$ cat src/rtl/mpkt_expand_ctrl_if.sv
// Packet handshake bundle shared by the upstream and downstream sides of mpkt_expand_ctrl.
// The master drives vld and the packet fields, and the slave drives rdy.
interface mpkt_expand_ctrl_if #(
   parameter int DW = 32
);
   logic          vld;
   logic          rdy;
   logic [1:0]    ptype;
   logic [5:0]    tgt;
   logic [DW-1:0] data;
   logic          last;

   modport master (
      output vld,
      output ptype,
      output tgt,
      output data,
      output last,
      input  rdy
   );

   modport slave (
      input  vld,
      input  ptype,
      input  tgt,
      input  data,
      input  last,
      output rdy
   );
endinterface

$ cat src/rtl/mpkt_expand_ctrl.sv
// Multi-target packet sequencer. When a dead node is configured, it expands row, column and
// broadcast packets into unicast copies that skip the dead node.
// The optional macro MPKT_SKIP_SELF_EN also skips this node's own coordinate during expansion.
module mpkt_expand_ctrl #(
   parameter logic [2:0] LOCAL_X = 3'd0,
   parameter logic [2:0] LOCAL_Y = 3'd0,
   parameter int         DW      = 32
) (
   input  logic                     clk,
   input  logic                     rst,
   mpkt_expand_ctrl_if.slave        in_bus,
   mpkt_expand_ctrl_if.master       out_bus,
   input  logic                     pg_en,
   input  logic [5:0]               pg_node,
   output logic                     drop,
   output logic                     busy,
   output logic [6:0]               copy_cnt
);

   localparam logic [1:0] ST_IDLE   = 2'd0;
   localparam logic [1:0] ST_HOLD   = 2'd1;
   localparam logic [1:0] ST_EXPAND = 2'd2;

   localparam logic [5:0] SELF_NODE = {LOCAL_Y, LOCAL_X};
`ifdef MPKT_SKIP_SELF_EN
   localparam logic SELF_SKIP = 1'b1;
`else
   localparam logic SELF_SKIP = 1'b0;
`endif

   logic [1:0]    state;
   logic [1:0]    held_type;
   logic [5:0]    held_tgt;
   logic [DW-1:0] held_data;
   logic [5:0]    held_pg;
   logic [5:0]    cur;
   logic          drop_q;
   logic [6:0]    cnt_q;

   logic          accept;
   logic [5:0]    n1;
   logic [5:0]    n2;
   logic          cur_skip;
   logic          cur_final;
   logic          exp_last;

   function automatic logic is_skip(input logic [5:0] p, input logic [5:0] pg);
      return (p == pg) || (SELF_SKIP && (p == SELF_NODE));
   endfunction

   function automatic logic is_final(input logic [5:0] p, input logic [1:0] ty);
      case (ty)
         2'b01:   return p[5:3] == 3'd7;
         2'b10:   return p[2:0] == 3'd7;
         default: return p == 6'd63;
      endcase
   endfunction

   function automatic logic [5:0] next_pos(input logic [5:0] p, input logic [1:0] ty);
      case (ty)
         2'b01:   return {p[5:3] + 3'd1, p[2:0]};
         2'b10:   return {p[5:3], p[2:0] + 3'd1};
         default: return p + 6'd1;
      endcase
   endfunction

   assign in_bus.rdy = (state == ST_IDLE) || ((state == ST_HOLD) && out_bus.rdy);
   assign accept     = in_bus.vld && in_bus.rdy;
   assign busy       = (state != ST_IDLE);
   assign drop       = drop_q;
   assign copy_cnt   = cnt_q;

   assign n1        = next_pos(cur, held_type);
   assign n2        = next_pos(n1, held_type);
   assign cur_skip  = is_skip(cur, held_pg);
   assign cur_final = is_final(cur, held_type);
   // Only the dead node and optionally this node can be skipped, so two positions of lookahead are enough.
   assign exp_last  = cur_final ||
                      (is_skip(n1, held_pg) &&
                       (is_final(n1, held_type) || (is_skip(n2, held_pg) && is_final(n2, held_type))));

   always_comb begin
      out_bus.vld   = 1'b0;
      out_bus.ptype = 2'b00;
      out_bus.tgt   = 6'd0;
      out_bus.data  = '0;
      out_bus.last  = 1'b0;
      case (state)
         ST_HOLD: begin
            out_bus.vld   = 1'b1;
            out_bus.ptype = held_type;
            out_bus.tgt   = held_tgt;
            out_bus.data  = held_data;
            out_bus.last  = 1'b1;
         end
         ST_EXPAND: begin
            out_bus.vld   = !cur_skip;
            out_bus.tgt   = cur;
            out_bus.data  = held_data;
            out_bus.last  = !cur_skip && exp_last;
         end
         default: ;
      endcase
   end

   // An accept in HOLD always coincides with the handoff, because in_rdy needs out_rdy there.
   always_ff @(posedge clk) begin
      if (rst) begin
         state     <= ST_IDLE;
         held_type <= 2'b00;
         held_tgt  <= 6'd0;
         held_data <= '0;
         held_pg   <= 6'd0;
         cur       <= 6'd0;
         drop_q    <= 1'b0;
         cnt_q     <= 7'd0;
      end else begin
         drop_q <= 1'b0;
         if (accept) begin
            cnt_q     <= 7'd0;
            held_type <= in_bus.ptype;
            held_tgt  <= in_bus.tgt;
            held_data <= in_bus.data;
            held_pg   <= pg_node;
            if (!pg_en || ((in_bus.ptype == 2'b00) && (in_bus.tgt != pg_node))) begin
               state <= ST_HOLD;
            end else if (in_bus.ptype == 2'b00) begin
               drop_q <= 1'b1;
               state  <= ST_IDLE;
            end else begin
               state <= ST_EXPAND;
               case (in_bus.ptype)
                  2'b01:   cur <= {3'd0, in_bus.tgt[2:0]};
                  2'b10:   cur <= {in_bus.tgt[5:3], 3'd0};
                  default: cur <= 6'd0;
               endcase
            end
         end else begin
            case (state)
               ST_HOLD: begin
                  if (out_bus.rdy) begin
                     state <= ST_IDLE;
                     cnt_q <= cnt_q + 7'd1;
                  end
               end
               ST_EXPAND: begin
                  if (cur_skip || out_bus.rdy) begin
                     if (!cur_skip) begin
                        cnt_q <= cnt_q + 7'd1;
                     end
                     if (cur_final) begin
                        state <= ST_IDLE;
                        cur   <= 6'd0;
                     end else begin
                        cur <= n1;
                     end
                  end
               end
               default: ;
            endcase
         end
      end
   end

endmodule
$ cat src/flat_wrapper.sv
// flat-port wrapper written by rule: the top's interface ports become plain ports
module mpkt_expand_ctrl_flat 
#(
   parameter logic [2:0] LOCAL_X = 3'd0,
   parameter logic [2:0] LOCAL_Y = 3'd0,
   parameter int         DW      = 32
)
  (clk, rst, pg_en, pg_node, drop, busy, copy_cnt, in_bus_vld, in_bus_ptype, in_bus_tgt, in_bus_data, in_bus_last, in_bus_rdy, out_bus_vld, out_bus_ptype, out_bus_tgt, out_bus_data, out_bus_last, out_bus_rdy);
  mpkt_expand_ctrl_if #(.DW(DW)) in_bus_i ();
  mpkt_expand_ctrl_if #(.DW(DW)) out_bus_i ();
  input  logic clk;
  input  logic rst;
  input  logic pg_en;
  input  logic [5:0] pg_node;
  output logic drop;
  output logic busy;
  output logic [6:0] copy_cnt;
  input wire logic [$bits(in_bus_i.vld)-1:0] in_bus_vld;
  input wire logic [$bits(in_bus_i.ptype)-1:0] in_bus_ptype;
  input wire logic [$bits(in_bus_i.tgt)-1:0] in_bus_tgt;
  input wire logic [$bits(in_bus_i.data)-1:0] in_bus_data;
  input wire logic [$bits(in_bus_i.last)-1:0] in_bus_last;
  output wire logic [$bits(in_bus_i.rdy)-1:0] in_bus_rdy;
  output wire logic [$bits(out_bus_i.vld)-1:0] out_bus_vld;
  output wire logic [$bits(out_bus_i.ptype)-1:0] out_bus_ptype;
  output wire logic [$bits(out_bus_i.tgt)-1:0] out_bus_tgt;
  output wire logic [$bits(out_bus_i.data)-1:0] out_bus_data;
  output wire logic [$bits(out_bus_i.last)-1:0] out_bus_last;
  input wire logic [$bits(out_bus_i.rdy)-1:0] out_bus_rdy;
  assign in_bus_i.vld = in_bus_vld;
  assign in_bus_i.ptype = in_bus_ptype;
  assign in_bus_i.tgt = in_bus_tgt;
  assign in_bus_i.data = in_bus_data;
  assign in_bus_i.last = in_bus_last;
  assign in_bus_rdy = in_bus_i.rdy;
  assign out_bus_vld = out_bus_i.vld;
  assign out_bus_ptype = out_bus_i.ptype;
  assign out_bus_tgt = out_bus_i.tgt;
  assign out_bus_data = out_bus_i.data;
  assign out_bus_last = out_bus_i.last;
  assign out_bus_i.rdy = out_bus_rdy;
  mpkt_expand_ctrl #(.LOCAL_X(LOCAL_X), .LOCAL_Y(LOCAL_Y), .DW(DW)) u_core (.clk(clk), .rst(rst), .in_bus(in_bus_i), .out_bus(out_bus_i), .pg_en(pg_en), .pg_node(pg_node), .drop(drop), .busy(busy), .copy_cnt(copy_cnt));
endmodule
$ cat config.mk
export PLATFORM = sky130hd
export DESIGN_NAME = mpkt_expand_ctrl_flat
export DESIGN_NICKNAME = d
export VERILOG_FILES = /design/src/rtl/mpkt_expand_ctrl_if.sv /design/src/rtl/mpkt_expand_ctrl.sv /design/src/flat_wrapper.sv
export SDC_FILE = /design/constraint.sdc
export NUM_CORES = 1
export LEC_CHECK = 0
export CORE_MARGIN = 8
export CORE_UTILIZATION = 40
export DETAILED_ROUTE_END_ITERATION = 12
export PLACE_DENSITY = 0.68
export SYNTH_ARGS = -nofsm -noshare
export SYNTH_HDL_FRONTEND = slang
export SYNTH_SLANG_ARGS = --single-unit
$ cat constraint.sdc
create_clock -name clk -period 3.7 [get_ports clk]
set_input_delay 0.555 -clock clk [delete_from_list [all_inputs] [get_ports clk]]
set_output_delay 0.555 -clock clk [all_outputs]
set_load 0.05 [all_outputs]
==> results of run 1 <==
## what timing repair did
item / in CTS / in global routing
pin swaps: 1 / 9
setup endpoints to repair: 1 / 1
setup buffers: 2 / 2
gates resized for setup: 6 / 19
## kinds of logic after synthesis
family          after synthesis  synth area share [%]
simple gates                220                 28.03
compound gates              115                 20.74
flops                        62                 32.56
buf+inv                      55                 6.662
xor+xnor                     25                 5.743
fa+ha+maj                    14                 4.595
mux                           6                 1.674
## per-stage QoR
stage / hold WS, ns / instances
floorplan: 0.4317 / 497
global placement: 0.4370 / 708
detailed placement: 0.4430 / 708
CTS: 0.4524 / 726
global route: 0.4703 / 728
finish: 0.4508 / 728
## cell usage after synthesis, types with 3 or more instances
library cell,number,share of area [%]
nand4_1,6,0.98
nand3_1,10,1.3
inv_1,16,1.6
a21oi_1,56,7.4
nor2b_1,9,1.5
nand2_1,107,11
o31ai_1,3,0.59
ha_1,14,4.6
buf_1,4,0.39
xnor2_1,12,2.8
o21ai_0,7,0.92
mux2_2,3,0.89
clkbuf_1,20,2.0
o21a_1,3,0.59
a22oi_1,6,1.2
a31oi_1,4,0.66
buf_4,4,0.79
and2_1,35,5.7
buf_2,8,1.1
dfxtp_1,62,33
nand3b_1,4,0.79
a211oi_1,6,1.2
or3_1,3,0.49
a311oi_1,3,0.69
and3_1,3,0.49
xor2_1,13,3.0
mux2i_1,3,0.79
buf_6,3,0.89
nor3_1,10,1.3
nor2_1,19,1.9
## layout make-up
cell class              count  area (sq um)  area share (%)
multi-input cells         380          2407           45.57
flip-flops and latches     62          1246           23.59
repair buffers            125          1216           23.02
well taps                 129         161.4           3.055
clock buffers              11         131.4           2.487
clock inverters             5         60.06           1.137
inverters                  16         60.06           1.137
## report_power, final
group	leakage, nW	internal (mW)	switching (mW)	total [mW]
registers	0.509	0.712	0.0342	0.746
clock network	0.0935	0.313	0.273	0.586
logic	1.33	0.271	0.359	0.630
total	1.93	1.30	0.666	1.96
## sequential cells by signal (all words and copies together) (netlist names)
signal,count
u_core.held_data,32
u_core.copy_cnt,7
u_core.cur,6
u_core.held_pg,6
u_core.held_tgt,6
u_core.held_type,2
u_core.state,2
u_core.drop,1
## layer usage
metal  GRT usage (%)  wire, um
met1           21.57      4916
met2           27.97      5300
met3           6.867      1198
met4           4.529       139
met5               0         0
## critical path: stages, from the launching register on
cell,delay [ns]
dfxtp_4,0.37
ha_4,0.27
or2_4,0.28
mux2_4,0.31
ha_4,0.27
o21ai_2,0.04
and3_4,0.16
xnor2_2,0.13
a311o_1,0.34
a21oi_2,0.13
a31oi_2,0.11
nor3_2,0.21
clkbuf_16,0.20
## worst min-delay path by stage
stage	from	endpoint	slack, ns	depth (start not counted)
2_1_floorplan	u_core.held_data[0]	u_core.held_data[0]	0.43	2
3_3_place_gp	u_core.held_data[23]	u_core.held_data[23]	0.44	2
3_5_place_dp	u_core.held_data[26]	u_core.held_data[26]	0.44	2
4_1_cts	u_core.held_data[26]	u_core.held_data[26]	0.45	2
5_1_grt	u_core.held_data[4]	u_core.held_data[4]	0.47	2
6_report	u_core.held_data[26]	u_core.held_data[26]	0.45	2
==> run summary, run 1 <==
status: completed
Post-route DRC: 0
syn avg cell area: 7.671 sq um
I/O Buffers: 102
post-place instance area: 4955 sq um
Die Y: 113.6 um
I/O pin count: 104
Slew @ Worst Pin: 0.8692 ns
n_diodes: 0
Synth Register Bits: 62
width of the chip: 113.6 um
commonest non-fill, non-tap cells in the layout: nand2_1, clkdlybuf4s50_1, dfxtp_1, a21oi_1, and2_1
CTS tree: built
total track usage: 17.56%
CP Capture Type: primary output
most common cell after layout, fill and taps aside: nand2_1
syn_nets: 563
FILL cells: 875
Final ANT Viol Nets: 0
final core utilization: 57.17%
critical path class: register to primary output
grt total ovfl: 0
internal reg-to-reg setup slack: 1.19 ns
final net count: 660
Worst R2R Start: u_core.state[1]
Worst Skew: 0.01181 ns
Hold WC Path Type: register to register
Final Cell Area: 5283 sq um
min cycle time layout: 3.694 ns
pin count of the biggest net entering global routing: 38
first-pass GRT wire length: 18550 um
clock-pin slew on the worst setup and hold paths: 0.07 ns
CTS H-Tree Depth: 3
clock insertion delay at the later pin of the skew report: 0.33 ns
Leakage: 1.931 nW
reg2reg end: u_core.cur[5]
area grow syn2layout: 38.56%
via count: 3823
First DRT Iteration DRCs: 267
post-DR wirelength/cell: 15.87 um
Core Area: 9240 sq um
FF-to-FF path depth: 9
layout cells sized above 1: 12.02%
Power Total: 1.961 mW
crit path from: u_core.held_type[1]
Syn. warnings: 0
maximum VDD drop: 0.0002159 V
data required time at the worst endpoint: 3.14 ns
drt pass-1 iters: 4
synthesized area: 3812 sq um
Critical Path AT: 3.14 ns
Final Hold Viols: 0
initial antenna violation count: 0
DP Worst Slack: 0.1719 ns
Period Utilization, post-route: 99.83%
total die area: 12910 sq um
Slew Viols, Final: 0
final setup TNS: 0 ns
total CTS buffers: 9
PnR worst setup slack: 0.006459 ns
DR vias/cell: 5.251
CTS Hold Buffers Added: 0
Core Rows: 35
Max-Cap Viols: 0
Post-synth ARST share: 0%
hpwl dp: 8504 um
overall routed net length: 11550 um
CTS root buf: clkbuf_8
Critical Path End: out_bus_last
clock tree buffer depth: 2
final setup fails: 0
vias in the first global route: 3725
Syn Inst Count: 497
Main synth FF type: dfxtp_1
number of synthesized flops with an enable pin: 0
pwr/cell area: 371.3 nW/um^2
Max Fclk: 270.7 MHz
Slew headroom: 41.91%
synth unique cells: 64
unrepaired setup endpoints after global routing: true
gpl congestion: 0.9135
startpoint types: register
sequential area share after synthesis: 32.56%
Clock Sinks: 62
CP Max Fanout: 6
initial core utilization: 41.26%
Note: power is estimated with default switching activity, not from simulation.
==> inputs of run 2 (changes only) <==
--- a/config.mk
+++ b/config.mk
@@ -6,9 +6,9 @@
 export NUM_CORES = 1
 export LEC_CHECK = 0
 export CORE_MARGIN = 8
-export CORE_UTILIZATION = 40
+export CORE_UTILIZATION = 49
 export DETAILED_ROUTE_END_ITERATION = 12
-export PLACE_DENSITY = 0.68
+export PLACE_DENSITY = 0.81
 export SYNTH_ARGS = -nofsm -noshare
 export SYNTH_HDL_FRONTEND = slang
 export SYNTH_SLANG_ARGS = --single-unit
==> run 2 against run 1 <==
Against the previous run:
- clock power is 3% lower
- worst hold slack worse by 0.0015 ns
- highest routed layer unchanged
- sequential share of layout area is 0.23 points higher
- final cell count is 3.6% lower
- clock-buffer cell count is 1 lower
- critical path depth stayed put
- utilization is 11 points higher
- wire length is 0.72% higher
- sequential power hardly changed
==> run summary, run 2 (synthesized netlist as in run 1, its figures left out) <==
Final ANT Viol Nets: 0
final net count: 663
commonest non-fill, non-tap cells in the layout: nand2_1, clkdlybuf4s50_1, dfxtp_1, a21oi_1, and2_1
CP Max Fanout: 7
Critical Path AT: 3.09 ns
area occupied by multi-input gates: 2386 sq um
maximum VDD drop: 0.0003414 V
hpwl dp: 8426 um
Slew Viols, Final: 0
Final Hold Viols: 0
pwr/cell area: 372.4 nW/um^2
Core Rows: 32
n_diodes: 0
most common cell after layout, fill and taps aside: nand2_1
clock tree buffer depth: 2
Power Total: 1.944 mW
via count: 3844
post-DR wirelength/cell: 16.58 um
First DRT Iteration DRCs: 191
startpoint types: register
max FFs per register: 32
gpl congestion: 0.9026
Seq. cell area: 1244 sq um
status: completed
unrepaired setup endpoints after global routing: true
I/O Buffers: 102
CTS root buf: clkbuf_8
Max Fclk: 274.6 MHz
Worst Skew: 0.008995 ns
area grow syn2layout: 36.95%
post-place instance area: 4959 sq um
I/O pin count: 104
critical path class: register to primary output
drt pass-1 iters: 4
width of the chip: 104.2 um
Post-route DRC: 0
CP Capture Type: primary output
Slew @ Worst Pin: 1.041 ns
clock-pin slew on the worst setup and hold paths: 0.07 ns
pin count of the biggest net entering global routing: 57
total CTS buffers: 9
grt total ovfl: 0
Max-Cap Viols: 0
Hold WC Path Type: register to register
Leakage: 1.924 nW
vias in the first global route: 4024
data required time at the worst endpoint: 3.14 ns
Final Cell Area: 5221 sq um
total track usage: 21.41%
CTS tree: built
CTS Hold Buffers Added: 0
Core Area: 7647 sq um
initial antenna violation count: 0
final setup fails: 0
total die area: 10860 sq um
DR vias/cell: 5.476
CTS H-Tree Depth: 3
clock insertion delay at the later pin of the skew report: 0.35 ns
Period Utilization, post-route: 98.41%
overall routed net length: 11640 um
Slew headroom: 30.58%
first-pass GRT wire length: 19420 um
FILL cells: 637
min cycle time layout: 3.641 ns
layout cells sized above 1: 11.83%
initial core utilization: 49.85%
Largest Register: u_core.held_data
Die Y: 104.2 um
Clock Sinks: 62
run 2: worst paths after layout:
kind | from | endpoint | slack [ns] | cells after the start
setup / recovery | u_core.held_type[1] | out_bus_last | 0.06 | 12
hold / removal | u_core.held_data[26] | u_core.held_data[26] | 0.45 | 2
setup reg to reg | u_core.state[1] | u_core.cur[3] | 1.11 | 8
hold reg to reg | u_core.held_data[26] | u_core.held_data[26] | 0.45 | 2
run 2: area by class of cell:
cell class / instances / area share [%]
inverter: 16 / 1.150
timing repair buffer: 128 / 23.48
clock buffer: 10 / 2.444
tap: 102 / 2.444
clock inverter: 4 / 0.9585
multi-input combinational: 380 / 45.70
sequential: 62 / 23.82
run 2: layer usage:
metal | up-vias | global-route usage, % | part of all wire [%]
met4 | 0 | 9.514 | 2.4
met1 | 1794 | 25.04 | 42
met5 | - | 0 | 0
met2 | 131 | 34.65 | 47
met3 | 24 | 7.311 | 7.9
li1 | 1895 | - | -
run 2: where the power goes:
part	leakage [nW]	switching (mW)	internal, mW	total (mW)
Clock	0.0842	0.268	0.303	0.571
Sequential	0.509	0.0336	0.712	0.746
Combinational	1.33	0.358	0.270	0.628
Total	1.92	0.660	1.28	1.94
run 2: worst max-delay path, cell delays in order, from the launching register on:
cell and delay [ns]:
dfxtp_2 0.35, ha_4 0.28, or2_4 0.28, mux2_4 0.30
ha_4 0.26, o21ai_2 0.04, and3_4 0.15, xnor2_1 0.12
a311o_1 0.33, a21oi_2 0.11, a31oi_1 0.10, nor3_2 0.22
clkbuf_16 0.20
run 2: stage by stage:
stage / hold WS (ns) / setup TNS, ns / worst slack [ns] / instances / util (%)
2_1_floorplan: 0.4317 / 0 / 0.003796 / 497 / -
3_3_place_gp: 0.4369 / 0 / 0.2469 / 686 / 64.84
3_5_place_dp: 0.4446 / 0 / 0.1798 / 686 / 64.84
4_1_cts: 0.4533 / 0 / 0.006368 / 700 / 67.38
5_1_grt: 0.4711 / -0.1028 / -0.1028 / 702 / 68.28
6_report: 0.4494 / 0 / 0.05869 / 702 / 68.28
run 2: repair_timing:
item                                    4_1_cts  5_1_grt
resized for setup                             4       15
endpoints found under the setup margin        1        1
buffers inserted                              0        2
pin swaps                                     1        9
==> inputs of run 3 (changes only) <==
--- a/config.mk
+++ b/config.mk
@@ -5,8 +5,9 @@
 export SDC_FILE = /design/constraint.sdc
 export NUM_CORES = 1
 export LEC_CHECK = 0
-export CORE_MARGIN = 8
+export CORE_MARGIN = 4
 export CORE_UTILIZATION = 49
+export CTS_CLUSTER_SIZE = 28
 export DETAILED_ROUTE_END_ITERATION = 12
 export PLACE_DENSITY = 0.81
 export SYNTH_ARGS = -nofsm -noshare
==> run 3 against run 2 <==
Against the previous run:
- total power up 1.9%
- sequential power about the same
- clock skew up 0.0045 ns
- sequential share of layout area about the same
- combinational power up 0.6%
- critical path depth unchanged
- non-clock buffer count down 4
- clock power up 4.9%
- design area up 0.55%
- sequential cell count unchanged
- largest power group unchanged
==> run summary, run 3 (synthesized netlist as in run 1, its figures left out) <==
status: completed
Clock Sinks: 62
final core utilization: 70.87%
I/O Buffers: 102
total CTS buffers: 9
Combinational Power Share: 31.9%
CP Buf/Inv Count: 1
top sig layer: met4
Hold WC Path Type: register to register
clock tree buffer depth: 2
Leakage: 1.934 nW
Seq. cell area: 1250 sq um
final setup fails: 0
Core Rows: 31
Max Fclk: 272.2 MHz
Final Cell Area: 5250 sq um
first-pass GRT wire length: 17320 um
n_diodes: 0
Final ANT Viol Nets: 0
layout cells sized above 1: 11.87%
overall routed net length: 11150 um
Slew Viols, Final: 0
area grow syn2layout: 37.71%
post-DR wirelength/cell: 15.99 um
placed instance count: 676
critical path's slowest cell: dfxtp_4
data required time at the worst endpoint: 3.14 ns
Slew @ Worst Pin: 1.039 ns
clock insertion delay at the later pin of the skew report: 0.34 ns
min cycle time layout: 3.674 ns
Worst path top cell family by delay: simple AND/OR/NAND/NOR gates
vias in the first global route: 3707
Critical Path AT: 3.12 ns
sw frac: 33.57%
crit-path max cell delay: 0.37 ns
post-place instance area: 4902 sq um
CTS Hold Buffers Added: 0
I/O pin count: 104
final net count: 659
drt pass-1 iters: 5
PnR worst setup slack: 0.02600 ns
initial core utilization: 51.46%
hpwl dp: 7980 um
DR vias/cell: 5.554
unrepaired setup endpoints after global routing: true
Post-route DRC: 0
startpoint types: register
most common cell after layout, fill and taps aside: nand2_1
CP Max Fanout: 4
pin count of the biggest net entering global routing: 57
FILL cells: 578
initial antenna violation count: 0
routed wl met3: 1037 um
switching power: 0.6648 mW
WHS: 0.4494 ns
commonest non-fill, non-tap cells in the layout: nand2_1, clkdlybuf4s50_1, dfxtp_1, a21oi_1, and2_1
Worst Skew: 0.01347 ns
Period Utilization, post-route: 99.30%
routed wl met2: 5394 um
pwr/cell area: 377.2 nW/um^2
Power Total: 1.981 mW
total track usage: 23.92%
DP Worst Slack: 0.1516 ns
Core Area: 7408 sq um
max FFs per register: 32
width of the chip: 96.21 um
total die area: 9255 sq um
via count: 3871
sequential power share: 37.8%
Die Y: 96.21 um
Post-Route M1 WL: 4478 um
CP Capture Type: primary output
non-filler instance count after layout: 697
Final Hold Viols: 0
clock-pin slew on the worst setup and hold paths: 0.07 ns
First DRT Iteration DRCs: 297
Max-Cap Viols: 0
final setup TNS: 0 ns
most frequent cell on the critical path: ha_4
CTS H-Tree Depth: 3
critical path class: register to primary output
grt total ovfl: 0
area occupied by multi-input gates: 2415 sq um
Pint: 1.316 mW
maximum VDD drop: 0.0002613 V
Largest Register: u_core.held_data
Slew headroom: 30.72%
gpl congestion: 0.8907
CTS root buf: clkbuf_8
clock power share: 30.3%
CTS tree: built
crit path cell chain: ha_4, or2_4, mux2_4, ha_4, o21ai_2, and3_4, xnor2_1, a311o_1, a21oi_2, a31oi_1, nor3_2, clkbuf_16
## run 3: worst paths after layout
path	from	to	slack, ns	depth (start not counted)
hold reg to reg	u_core.held_data[23]	u_core.held_data[23]	0.45	2
hold / removal	u_core.held_data[23]	u_core.held_data[23]	0.45	2
setup reg to reg	u_core.state[1]	u_core.cur[2]	1.27	9
setup / recovery	u_core.held_type[1]	out_bus_last	0.03	12
## run 3: cell type report
cell class	count	share of cell area, %
tap	99	2.359
sequential	62	23.81
clock inverter	5	1.072
timing repair buffer	124	22.93
inverter	16	1.144
clock buffer	11	2.693
multi-input combinational	380	46.00
## run 3: repair_timing
item                       CTS  global route
gates resized for setup      7            19
setup endpoints to repair    1             1
setup buffers                2             3
pin swaps                    3             9
## run 3: tightest hold or removal path, cell delays in order, from the launching register on
cell and delay [ns]:
dfxtp_1 0.31, nand2_1 0.05, a21oi_1 0.05
## run 3: layer usage
metal,track usage (%),up-vias
li1,-,1894
met1,29.76,1772
met2,39.39,176
met3,7.740,29
met4,6.872,0
met5,0,-
## run 3: power by group through the flow
stage               logic (mW)  clock network [mW]  registers (mW)
finish                   0.632               0.599           0.749
CTS                      0.583               0.607           0.747
floorplan                0.398                   0           0.749
global route             0.685               0.638           0.754
detailed placement       0.571                   0           0.762
global placement         0.557                   0           0.759
